<file path="src/rtl/fft_frame_sched.sv">
// -----------------------------------------------------------------------------
// fft_frame_sched
//
// Frame-level controller in front of the module1 FFT stage
// (bf10 -> bf11 -> bf12 -> CBFP). Sample data bypasses this block; only the
// block-valid handshake passes through it.
//
// The block admits the 16-sample-per-cycle upstream stream into module1 in
// whole frames of BLK_PER_FRAME contiguous blocks. It limits how many frames
// are in flight through the non-stallable pipeline, and it retires frames by
// counting module1 valid_out blocks. Framing, gap and retire-timeout problems
// are reported on sticky error flags.
//
// Ports
//   clk            in   system clock, rising edge
//   rstn           in   asynchronous active-low reset
//   enable         in   allows new frames to start (sampled only in IDLE)
//   src_valid      in   upstream block valid
//   src_sof        in   upstream block is the first of a frame
//   src_ready      out  block accepted this cycle when src_valid=1
//   fft_din_valid  out  module1 din_valid (combinational, zero latency)
//   fft_dout_valid in   module1 valid_out
//   frame_done     out  one-cycle pulse on the last output block of a frame
//   inflight       out  frames accepted but not yet retired
//   busy           out  state is not IDLE or frames are in flight
//   err_sof        out  sticky framing error
//   err_gap        out  sticky mid-frame gap
//   err_timeout    out  sticky retire timeout
//   err_clr        in   synchronous clear of all sticky errors
// -----------------------------------------------------------------------------
module fft_frame_sched #(
    parameter int BLK_PER_FRAME = 32,
    parameter int MAX_INFLIGHT  = 2,
    parameter int TIMEOUT       = 64,
    parameter int CNT_W         = 6,
    localparam int IF_W         = $clog2(MAX_INFLIGHT + 1)
) (
    input  logic            clk,
    input  logic            rstn,
    input  logic            enable,
    input  logic            src_valid,
    input  logic            src_sof,
    output logic            src_ready,
    output logic            fft_din_valid,
    input  logic            fft_dout_valid,
    output logic            frame_done,
    output logic [IF_W-1:0] inflight,
    output logic            busy,
    output logic            err_sof,
    output logic            err_gap,
    output logic            err_timeout,
    input  logic            err_clr
);

    localparam int WD_W = $clog2(TIMEOUT + 1);

    localparam logic [CNT_W-1:0] FRAME_BLKS = CNT_W'(BLK_PER_FRAME);
    localparam logic [CNT_W-1:0] LAST_BLK   = CNT_W'(BLK_PER_FRAME - 1);
    localparam logic [IF_W-1:0]  MAX_IF     = IF_W'(MAX_INFLIGHT);
    localparam logic [WD_W-1:0]  WD_LAST    = WD_W'(TIMEOUT - 1);

    typedef enum logic [0:0] {
        S_IDLE  = 1'b0,
        S_BURST = 1'b1
    } state_e;

    state_e            state_q,    state_d;
    logic [CNT_W-1:0]  in_cnt_q,   in_cnt_d;
    logic [CNT_W-1:0]  out_cnt_q,  out_cnt_d;
    logic [IF_W-1:0]   inflight_q, inflight_d;
    logic [WD_W-1:0]   wd_cnt_q,   wd_cnt_d;
    logic              err_sof_q,  err_sof_d;
    logic              err_gap_q,  err_gap_d;
    logic              err_to_q,   err_to_d;

    // Internal handshake terms. The ungated versions drive the state logic;
    // only the output pins are additionally forced low while rstn is asserted,
    // so reset never reaches a flop data input.
    logic              in_idle;
    logic              ready_int;
    logic              accept;
    logic              start;
    logic              stray;
    logic              realign;
    logic              din_int;
    logic [CNT_W-1:0]  in_cnt_nxt;
    logic              frame_end;

    // Retire / watchdog terms
    logic              has_if;
    logic              out_beat;
    logic              spurious;
    logic              retire;
    logic              wd_inc;
    logic              timeout;

    // -------------------------------------------------------------------------
    // Input side: admission and framing
    // -------------------------------------------------------------------------
    assign in_idle   = (state_q == S_IDLE);
    assign ready_int = in_idle ? (enable && (inflight_q < MAX_IF)) : 1'b1;
    assign accept    = src_valid & ready_int;

    // An IDLE beat must carry sof to open a frame; without it the beat is
    // dropped. Inside a burst every accepted beat is forwarded, and an sof
    // there restarts the block count within the frame already counted.
    assign start     = accept &  in_idle &  src_sof;
    assign stray     = accept &  in_idle & ~src_sof;
    assign realign   = accept & ~in_idle &  src_sof;
    assign din_int   = accept & (~in_idle | src_sof);

    always_comb begin
        in_cnt_nxt = in_cnt_q;
        if (start || realign) begin
            in_cnt_nxt = CNT_W'(1);
        end else if (accept && !in_idle) begin
            in_cnt_nxt = in_cnt_q + CNT_W'(1);
        end
    end

    assign frame_end = din_int && (in_cnt_nxt == FRAME_BLKS);

    // -------------------------------------------------------------------------
    // Output side: retire counting and watchdog
    // -------------------------------------------------------------------------
    assign has_if   = (inflight_q != '0);
    assign out_beat = fft_dout_valid &  has_if;
    assign spurious = fft_dout_valid & ~has_if;
    assign retire   = out_beat && (out_cnt_q == LAST_BLK);

    // The watchdog only runs while nothing is being fed in; during a burst it
    // holds, so the limit measures quiet IDLE time after the last input.
    assign wd_inc   = has_if & ~fft_dout_valid & in_idle;
    assign timeout  = wd_inc && (wd_cnt_q == WD_LAST);

    // -------------------------------------------------------------------------
    // Next-state logic
    // -------------------------------------------------------------------------
    always_comb begin
        state_d    = state_q;
        in_cnt_d   = in_cnt_nxt;
        out_cnt_d  = out_cnt_q;
        inflight_d = inflight_q;
        wd_cnt_d   = wd_cnt_q;

        // Frame admission
        if (frame_end) begin
            state_d  = S_IDLE;
            in_cnt_d = '0;
        end else if (din_int) begin
            state_d  = S_BURST;
        end

        // Retire counter
        if (retire) begin
            out_cnt_d = '0;
        end else if (out_beat) begin
            out_cnt_d = out_cnt_q + CNT_W'(1);
        end

        // Frames in flight: a start and a retire in one cycle cancel out.
        // start is only possible below MAX_INFLIGHT and retire only above
        // zero, so the count cannot leave its range.
        case ({start, retire})
            2'b10:   inflight_d = inflight_q + IF_W'(1);
            2'b01:   inflight_d = inflight_q - IF_W'(1);
            default: inflight_d = inflight_q;
        endcase

        // Watchdog
        if (fft_dout_valid || !has_if) begin
            wd_cnt_d = '0;
        end else if (wd_inc) begin
            wd_cnt_d = wd_cnt_q + WD_W'(1);
        end

        // Abort: drop every frame in flight without signalling completion.
        // A frame opened in this same cycle is still genuine and is kept.
        if (timeout) begin
            inflight_d = start ? IF_W'(1) : '0;
            out_cnt_d  = '0;
            wd_cnt_d   = '0;
        end
    end

    // Sticky flags: a same-cycle set wins over err_clr.
    always_comb begin
        err_sof_d = stray | realign | spurious | (err_sof_q & ~err_clr);
        err_gap_d = (~in_idle & ~src_valid)    | (err_gap_q & ~err_clr);
        err_to_d  = timeout                    | (err_to_q  & ~err_clr);
    end

    // -------------------------------------------------------------------------
    // State registers
    // -------------------------------------------------------------------------
    always_ff @(posedge clk or negedge rstn) begin
        if (!rstn) begin
            state_q    <= S_IDLE;
            in_cnt_q   <= '0;
            out_cnt_q  <= '0;
            inflight_q <= '0;
            wd_cnt_q   <= '0;
            err_sof_q  <= 1'b0;
            err_gap_q  <= 1'b0;
            err_to_q   <= 1'b0;
        end else begin
            state_q    <= state_d;
            in_cnt_q   <= in_cnt_d;
            out_cnt_q  <= out_cnt_d;
            inflight_q <= inflight_d;
            wd_cnt_q   <= wd_cnt_d;
            err_sof_q  <= err_sof_d;
            err_gap_q  <= err_gap_d;
            err_to_q   <= err_to_d;
        end
    end

    // -------------------------------------------------------------------------
    // Outputs
    // -------------------------------------------------------------------------
    // The handshake pins are forced low during reset so that every output
    // reads 0 as soon as rstn falls, even with enable and src_valid high.
    assign src_ready     = ready_int & rstn;
    assign fft_din_valid = din_int & rstn;
    assign frame_done    = retire;
    assign inflight      = inflight_q;
    assign busy          = ~in_idle | has_if;
    assign err_sof       = err_sof_q;
    assign err_gap       = err_gap_q;
    assign err_timeout   = err_to_q;

endmodule

</file>
<file path="config.mk">
export PLATFORM = sky130hd
export DESIGN_NAME = fft_frame_sched
export DESIGN_NICKNAME = d
export VERILOG_FILES = /design/src/rtl/fft_frame_sched.sv
export SDC_FILE = /design/constraint.sdc
export NUM_CORES = 1
export LEC_CHECK = 0
export ABC_AREA = 1
export CAP_MARGIN = 10
export CORE_ASPECT_RATIO = 1.5
export CORE_UTILIZATION = 56
export DETAILED_ROUTE_END_ITERATION = 6
export PLACE_DENSITY_LB_ADDON = 0.3
export SKIP_LAST_GASP = 1
export SLEW_MARGIN = 20
export SYNTH_ARGS = -nofsm -noshare
export SYNTH_HDL_FRONTEND = slang
export SYNTH_SLANG_ARGS = --single-unit
</file>
<file path="constraint.sdc">
create_clock -name clk -period 1.69 [get_ports clk]
set_clock_uncertainty 0.05 [all_clocks]
set_input_delay 0.338 -clock clk [delete_from_list [all_inputs] [get_ports clk]]
set_output_delay 0.338 -clock clk [all_outputs]
set_load 0.005 [all_outputs]
</file>
* Yosys cells after proc, flatten, opt, wreduce, memory -nomap -nowiden
Cells that the tools add are included.
Word-level totals: input bits 7, memories kept 0, memory bits (writable) 0, bits in latches 0, output and inout port bits 9, register bits 25, memory bits (read-only) 0, word-level logic and storage cells 77
Cells by class: $add $sub $neg 5, $lt $le $gt $ge 1, shift-type cells 0, divide/modulo/power cells 0, reductions and logical operators 13, bitwise logic cells 30, multipliers 0, equal/unequal tests 5, muxes and demuxes 15
Operator list (count):
- two-way mux 6 bit | 6
- two-way mux 7 bit | 3
- bitwise AND 1 bit | 17
- adder 6 x 1 -> 6 bit, second input constant | 2
- nonzero test 3 bit | 3
- adder 7 x 1 -> 7 bit, second input constant | 1
- equality test 7 x 6 -> 1 bit, second input constant | 1
- OR 1 bit | 7
- equality test 6 x 5 -> 1 bit, second input constant | 1
- equality test 6 bit, second input constant | 1
- inverter 1 bit | 6
- logical AND 1 bit | 5
- two-way mux 1 bit | 4
- one-hot mux 2 bit (2 select lines) | 1
- nonzero test 2 bit | 2
- adder 2 x 1 -> 2 bit, second input constant | 1
- equality test 2 x 1 -> 1 bit, second input constant | 1
- equality test 2 bit, second input constant | 1
- logical OR 1 bit | 2
- less-than comparator 2 bit, second input constant | 1
- two-way mux 2 bit | 1
- subtractor 2 x 1 -> 2 bit, second input constant | 1
- logical NOT 1 bit | 1

* Logic depth before layout (Yosys ltp)
Gate-level depths: netlist of run 1.
depth after elaboration 11, gate-level depth with buffers 9, depth with buffers taken out 9

* Worst setup path after synthesis of run 1
Ideal clock, no wire load.
path type register to register, start register in_cnt_q[0], end register state_q, buffers on the path 0, slack 0.327 ns, stages on the path, launching flop included 10, period minus slack after synthesis 1.363 ns, data arrival time 1.196 ns, setup time 0.117 ns, required time 1.523 ns, cells stage by stage dfrtp_1 -> ha_1 -> inv_1 -> nand4_1 -> inv_1 -> nand2_1 -> nor2_1 -> nand3_1 -> nor2_1 -> nor2_1
On the way: longest elaborated chain between the ends 6, elaborated cells between the ends (all ways) 7, classes of those cells 1 x add/sub; 1 x eq/ne; 3 x mux; 2 x reduce/logical
Ends and longest elaborated chain:
- start, declared | RTL line 68 | logic [CNT_W-1:0] in_cnt_q, in_cnt_d;
- start signal, assigned | RTL line 208 | in_cnt_q <= in_cnt_d;
- adder 6 x 1 -> 6 bit | RTL line 117 | in_cnt_nxt = in_cnt_q + CNT_W'(1);
- two-way mux 6 bit (*) | RTL line 116 | end else if (accept && !in_idle) begin
- two-way mux 6 bit (*) | RTL line 114 | if (start || realign) begin
- equality test 6 bit (*) | RTL line 121 | assign frame_end = din_int && (in_cnt_nxt == FRAME_BLKS);
- logical AND 1 bit (*) | RTL line 121
- two-way mux 1 bit / nonzero test 2 bit (equally long branches)
- end signal, assigned | RTL line 207 | state_q <= state_d;
- end, declared | RTL line 67 | state_e state_q, state_d;
Every way passes the cells marked *; elsewhere a longest branch is shown, timed or not. A chain may end at the register's enable or synchronous reset.

* Worst setup path after layout of run 1
start register inflight_q[1], in the netlist inflight[1], end output fft_din_valid
On the way: longest elaborated chain between the ends 6
Ends and longest elaborated chain:
- start, declared | RTL line 70 | logic [IF_W-1:0] inflight_q, inflight_d;
- start signal, assigned | RTL line 210 | inflight_q <= inflight_d;
- less-than comparator 2 bit | RTL line 101 | assign ready_int = in_idle ? (enable && (inflight_q < MAX_IF)) : 1'b1;
- logical AND 1 bit | RTL line 101
- two-way mux 1 bit | RTL line 101
- bitwise AND 1 bit | RTL line 102 | assign accept = src_valid & ready_int;
- bitwise AND 1 bit | RTL line 110 | assign din_int = accept & (~in_idle | src_sof);
- bitwise AND 1 bit | RTL line 224 | assign fft_din_valid = din_int & rstn;
- end, declared | RTL line 44 | output logic fft_din_valid,
Every way passes these cells.

==> metrics.csv, run 1 <==
metric;value;unit
overflow;0;
dr_total_vias;1432;
fmax;0.580;GHz
crit_family;flip-flops;
crit_fanout;3;
final.setup.worst_slack;-0.0344;ns
setup_violations;2;
r2r-end;inflight[0]$_DFFE_PN0P_;
wl_per_cell;13.3;µm
rsz0062_at_grt;yes;
antenna_cells;0;
die_y;66.8;µm
p_leak;1.08;nW
initial_core_util;0.585;
detail_route.drc_violations;0;
ios;16;
ir_worst_vdd;0.000635;V
cts_tree;done;
place.gp.congestion;0.824;
r2r_slack;0.08;ns
cts_num_sinks;25;
rows;23;
antenna_found_initial;0;
core;2680;µm²
cts_root_buf;clkbuf_8;
path_common_cell;nand2_2;
fin_crit_sh;1.02;
clkTransAtPathRegs;0.09;ns
crit_chain;buf_6 -> inv_2 -> nand2_2 -> nand2_2 -> nand3_4 -> a21oi_2 -> buf_2;
critPathLaunchType;register;
syn_nets;194;
cpPeakStageDelay;0.44;ns
grt_usage;0.254;
finalMaxSlewViolations;0;
grt_pass1_vias;1362;
rr_worst_depth;9;
cts_buffer_depth;2;
cpMaxStageDelayCell;dfrtp_1;
ant_nets;0;
r2r-start;wd_cnt_q[0]$_DFFE_PN0P_;
drv_cap;0;
slew-limit-headroom;0.783;
syn_area_per_cell;8.51;µm²
end_kind;primary output;
path_buf_inv;3;
worst_slew_pin_slew;0.322;ns
synth_cell_types;35;
final_util;0.780;
hpwlAfterDp;2670;µm
die_area;3010;µm²
post-route-min-period;1.72;ns
hp-class;in2async;
die_x;45.2;µm
dp_slack;-0.394;ns
cp.arrival;1.34;ns
drt_iter0_drc;31;
vias_per_cell;5.23;
powerDensity;885;nW/µm²
port_buffers;15;
synth-seq-cells;25;
drt_pre_antenna_iters;4;
synth_area;1570;µm²
syn_to_final_growth;33.3;%
numCtsBuffers;3;
drive_above_1_share;0.346;
drt_wl_total;3640;µm
seq_area_frac_synth;0.400;
syn-instance-count;184;
hold_violations;0;
path_class;reg2out;
cp.required;1.30;ns
hold_buffers;0;
yosys_warnings;0;
status;finished, violations left;
grt_first_pass_wirelength;5630;µm
layout.nets;248;
htreeDepth;1;
violations;negative setup slack;
grt_max_degree;26;
clock_latency;0.27;ns
[worst reg2reg max path: stages (launching register included)]
cell      delay [ns]
dfrtp_1         0.41
ha_1            0.23
nand3_2         0.10
clkinv_2        0.09
nand2_2         0.08
nor3_4          0.23
nand2_1         0.10
o21ai_1         0.12
nand2_1         0.08
nand2_1         0.07
[cell usage in the layout, fill, tap and decap left out, types with 3 or more instances in the layout]
cell and count:
o21ai_1 4, inv_2 5, nor2_4 5, o21ai_0 5, xor2_1 3, xnor2_1 3
nor2_1 9, inv_1 26, nand2_1 33, nand3_2 6, dfrtp_1 25, clkbuf_8 3
o22ai_1 4, nand2_2 5, a21oi_1 4, nand3_4 3, buf_4 34, clkdlybuf4s50_1 9
nand4_1 6, nand3_1 13
[Yosys cell counts]
| library cell | count | share of area |
|---|---|---|
| nand2_4 | 2 | 0.014 |
| nor2_1 | 10 | 0.024 |
| nand3_4 | 3 | 0.034 |
| or2_2 | 1 | 0.0040 |
| o31ai_1 | 1 | 0.0048 |
| a21boi_2 | 1 | 0.0072 |
| xnor2_1 | 3 | 0.017 |
| nor3_4 | 1 | 0.010 |
| nand2_2 | 4 | 0.016 |
| nand3_2 | 4 | 0.026 |
| inv_2 | 4 | 0.0096 |
| dfrtp_1 | 25 | 0.40 |
| xor2_1 | 3 | 0.017 |
| nand2_1 | 34 | 0.082 |
| o21ai_0 | 6 | 0.019 |
| nand4_2 | 1 | 0.0080 |
| nor2_4 | 3 | 0.022 |
| nand4_1 | 6 | 0.024 |
| buf_4 | 1 | 0.0048 |
| nor2_8 | 1 | 0.013 |
| nand4_4 | 1 | 0.014 |
| nand3_1 | 15 | 0.048 |
| o211ai_1 | 1 | 0.0048 |
| a21oi_1 | 5 | 0.016 |
| o22ai_1 | 4 | 0.016 |
| nor2_2 | 3 | 0.012 |
| o21ai_1 | 3 | 0.0096 |
| inv_1 | 27 | 0.065 |
| o311ai_0 | 1 | 0.0056 |
| o21bai_1 | 2 | 0.0096 |
| nor3_1 | 1 | 0.0032 |
| inv_4 | 2 | 0.0080 |
| ha_1 | 3 | 0.024 |
| clkinv_2 | 1 | 0.0032 |
| buf_6 | 1 | 0.0072 |
[worst max-delay path by stage]
stage	cells past startpoint	to	start	slack [ns]
6_report	7	fft_din_valid	inflight[1]$_DFFE_PN0P_	-0.03
5_1_grt	7	fft_din_valid	inflight[1]$_DFFE_PN0P_	-0.11
4_1_cts	6	frame_done	out_cnt_q[0]$_DFFE_PN0P_	-0.18
3_5_place_dp	6	fft_din_valid	enable	-0.39
3_3_place_gp	6	frame_done	fft_dout_valid	-0.34
2_1_floorplan	9	state_q$_DFFE_PN0P_	in_cnt_q[0]$_DFF_PN0_	0.33
[registers in the layout (all words and copies together), names as in the netlist]
signal	cells
state_q	1
wd_cnt_q	7
err_gap	1
out_cnt_q	6
in_cnt_q	6
inflight	2
err_timeout	1
err_sof	1
[cell type report]
type / instances / area (µm²)
Multi-Input combinational cell: 123 / 818
Sequential cell: 25 / 626
Fill cell: 192 / 589
Timing Repair Buffer: 51 / 417
Inverter: 34 / 134
Tap cell: 37 / 46.3
Clock buffer: 3 / 41.3
Clock inverter: 1 / 5.00
[report_power, final]
group          switching [mW]  internal (mW)  total [mW]
Clock                   0.194          0.165       0.359
Combinational           0.332          0.352       0.684
Sequential              0.103          0.701       0.804
[per-layer routing]
metal  vias to the layer above  wire, µm  GRT usage
met3                         6        50     0.0244
li1                        705         -          -
met1                       704      1420      0.262
met5                         -         0          0
met4                         0        55     0.0909
met2                        17      2120      0.498
[per-stage QoR]
stage / hold slack (ns) / area (µm²) / cells / total power [mW] / TNS (ns)
after floorplan: -0.00759 / 1570 / 184 / 1.15 / 0
after global placement: 0.435 / 1940 / 260 / 1.37 / -1.24
after detailed placement: 0.460 / 1940 / 260 / 1.41 / -1.62
after CTS: 0.446 / 2030 / 269 / 1.77 / -0.316
after global routing: 0.474 / 2090 / 274 / 1.96 / -0.267
final: 0.437 / 2090 / 274 / 1.85 / -0.0670
[cell families (layout without fill, tap and decap cells)]
| kind of cell | count (synthesis) | in the layout | synth area share |
|---|---|---|---|
| fa+ha+maj | 3 | 3 | 0.0240 |
| compound gates | 24 | 24 | 0.0927 |
| flops | 25 | 25 | 0.400 |
| xor+xnor | 6 | 6 | 0.0336 |
| buf+inv | 36 | 89 | 0.0975 |
| simple gates | 90 | 90 | 0.353 |
[timing repair]
item	4_1_cts	5_1_grt
setup endpoints to repair	4	8
pin swaps	5	6
buffers inserted	5	6
resized for setup	11	14
Note: power is estimated with default switching activity, not from simulation.
==> run 2: changes to the inputs <==
Settings changed: PLACE_DENSITY set to 0.79, PLACE_DENSITY_LB_ADDON 0.3 to not set.
==> run 2 against run 1 <==
The flow still finishes with violations (negative setup slack). Sequential share of layout area rose by 0.82 points. Die area did not move. Count of clock-buffer cells in the layout unchanged. Final area decreased by 2.5%. Cell count down 2.2%. First-iteration DRC count fell by 9.7%. Global-route usage fell by 1.9 points. Via count down 5.7%. Critical path type unchanged. Largest power group unchanged.
==> metrics.csv, run 2 (synthesized netlist as in run 1, its figures left out) <==
metric;value;unit
die_y;66.8;µm
drt_pre_antenna_iters;4;
clkTransAtPathRegs;0.09;ns
drive_above_1_share;0.320;
r2r_slack;0.10;ns
cp.arrival;1.31;ns
end_kind;primary output;
grt_usage;0.235;
drv_cap;0;
crit_fanout;2;
hold_ws;0.427;ns
antenna_found_initial;0;
fmax;0.587;GHz
vias_per_cell;5.04;
crit_family;simple AND/OR/NAND/NOR gates;
fill_cells;190;
numCtsBuffers;3;
hold_buffers;0;
port_buffers;15;
finalMaxSlewViolations;0;
core;2680;µm²
path_buf_inv;1;
hp-class;in2async;
final_common_cell;nand2_1;
cp.required;1.30;ns
slew-limit-headroom;0.745;
top_regs;wd_cnt_q (7), in_cnt_q (6), out_cnt_q (6);
cpMaxStageDelayCell;dfrtp_1;
top_register;wd_cnt_q;
worst_slew_pin_slew;0.378;ns
critPathLaunchType;register;
drt_iter0_drc;28;
post-route-min-period;1.70;ns
status;finished, violations left;
drt_wl_total;3350;µm
initial_core_util;0.585;
detail_route.drc_violations;0;
wl_per_cell;12.5;µm
hpwlAfterDp;2580;µm
clock_latency;0.28;ns
cpPeakStageDelay;0.37;ns
hold_violations;0;
grt_first_pass_wirelength;5170;µm
layout.nets;242;
cts_buffer_depth;2;
antenna_cells;0;
htreeDepth;1;
rsz0062_at_grt;yes;
cts_tree;done;
grt_max_degree;26;
cts_num_sinks;25;
path_class;reg2out;
die_area;3010;µm²
final.setup.worst_slack;-0.0127;ns
mostFrequentLayoutCells;nand2_1, buf_4, inv_1, dfrtp_1, nand3_1;
largest_reg_flops;7;
syn_to_final_growth;30.1;%
p_leak;1.04;nW
die_x;45.2;µm
overflow;0;
dr_total_vias;1350;
setup_violations;2;
violations;negative setup slack;
crit_chain;ha_2 -> nand2_2 -> nor2_4 -> nand3_4 -> nor2_8 -> buf_6;
ir_worst_vdd;0.000604;V
fin_crit_sh;1.01;
ant_nets;0;
powerDensity;872;nW/µm²
grt_pass1_vias;1319;
place.gp.congestion;0.767;
final_util;0.761;
cts_root_buf;clkbuf_8;
rows;23;
ios;16;
run 2: cell types whose count changed in the layout (fill, tap and decap cells not counted), sizes merged:
cell and change:
buf -5, clkbuf -1, clkdlybuf4s50 -1, clkinv -1, clkinvlp +1, dlymetal6s2s +1
run 2: worst paths after layout:
path / end / from / depth (start not counted)
max: frame_done / out_cnt_q[0]$_DFFE_PN0P_ / 6
min: in_cnt_q[3]$_DFF_PN0_ / rstn / 2
max reg2reg: out_cnt_q[4]$_DFFE_PN0P_ / wd_cnt_q[0]$_DFFE_PN0P_ / 8
min reg2reg: wd_cnt_q[0]$_DFFE_PN0P_ / wd_cnt_q[0]$_DFFE_PN0P_ / 1
max in group asynchronous: inflight[1]$_DFFE_PN0P_ / rstn / 2
min in group clk: wd_cnt_q[0]$_DFFE_PN0P_ / wd_cnt_q[0]$_DFFE_PN0P_ / 1
run 2: metrics by stage:
step                power (mW)  instance area [µm²]  setup TNS [ns]  std cells  setup WS [ns]
global route              1.88                 2040          -0.152        268        -0.0975
floorplan                 1.15                 1570               0        184          0.327
finish                    1.77                 2040         -0.0129        268        -0.0127
global placement          1.37                 1930           -1.25        259         -0.342
detailed placement        1.40                 1930           -1.61        259         -0.380
CTS                       1.78                 2010          -0.302        266         -0.179
run 2: layer usage:
metal	up-vias	routed length [µm]	global-route usage
met4	0	48	0.0947
met2	8	1970	0.466
met3	5	38	0.0244
met1	645	1300	0.233
li1	692	-	-
met5	-	0	0
run 2: report_power, final:
group | switching (mW) | leakage (nW) | total [mW] | internal, mW
combinational | 0.306 | 0.703 | 0.613 | 0.307
sequential | 0.0910 | 0.318 | 0.792 | 0.701
clock | 0.202 | 0.0217 | 0.369 | 0.168
run 2: area by class of cell:
cell class / count / area [µm²] / area share
multi-input combinational: 123 / 803 / 0.395
timing repair buffer: 45 / 377 / 0.185
clock inverter: 1 / 7.51 / 0.00369
inverter: 34 / 134 / 0.0658
sequential: 25 / 627 / 0.308
tap: 37 / 46.3 / 0.0227
clock buffer: 3 / 41.3 / 0.0203
run 2: timing repair:
item,4_1_cts,5_1_grt
cloned,0,0
hold endpoints to repair,0,0
pin swaps,1,3
resized for setup,8,14
buffers inserted,3,2
setup endpoints to repair,4,7
==> run 3: changes to the inputs <==
Settings changed: GPL_ROUTABILITY_DRIVEN set to 1.
==> results of run 3 <==
Same layout as run 2: the final DEF is identical, and so are final timing and power.
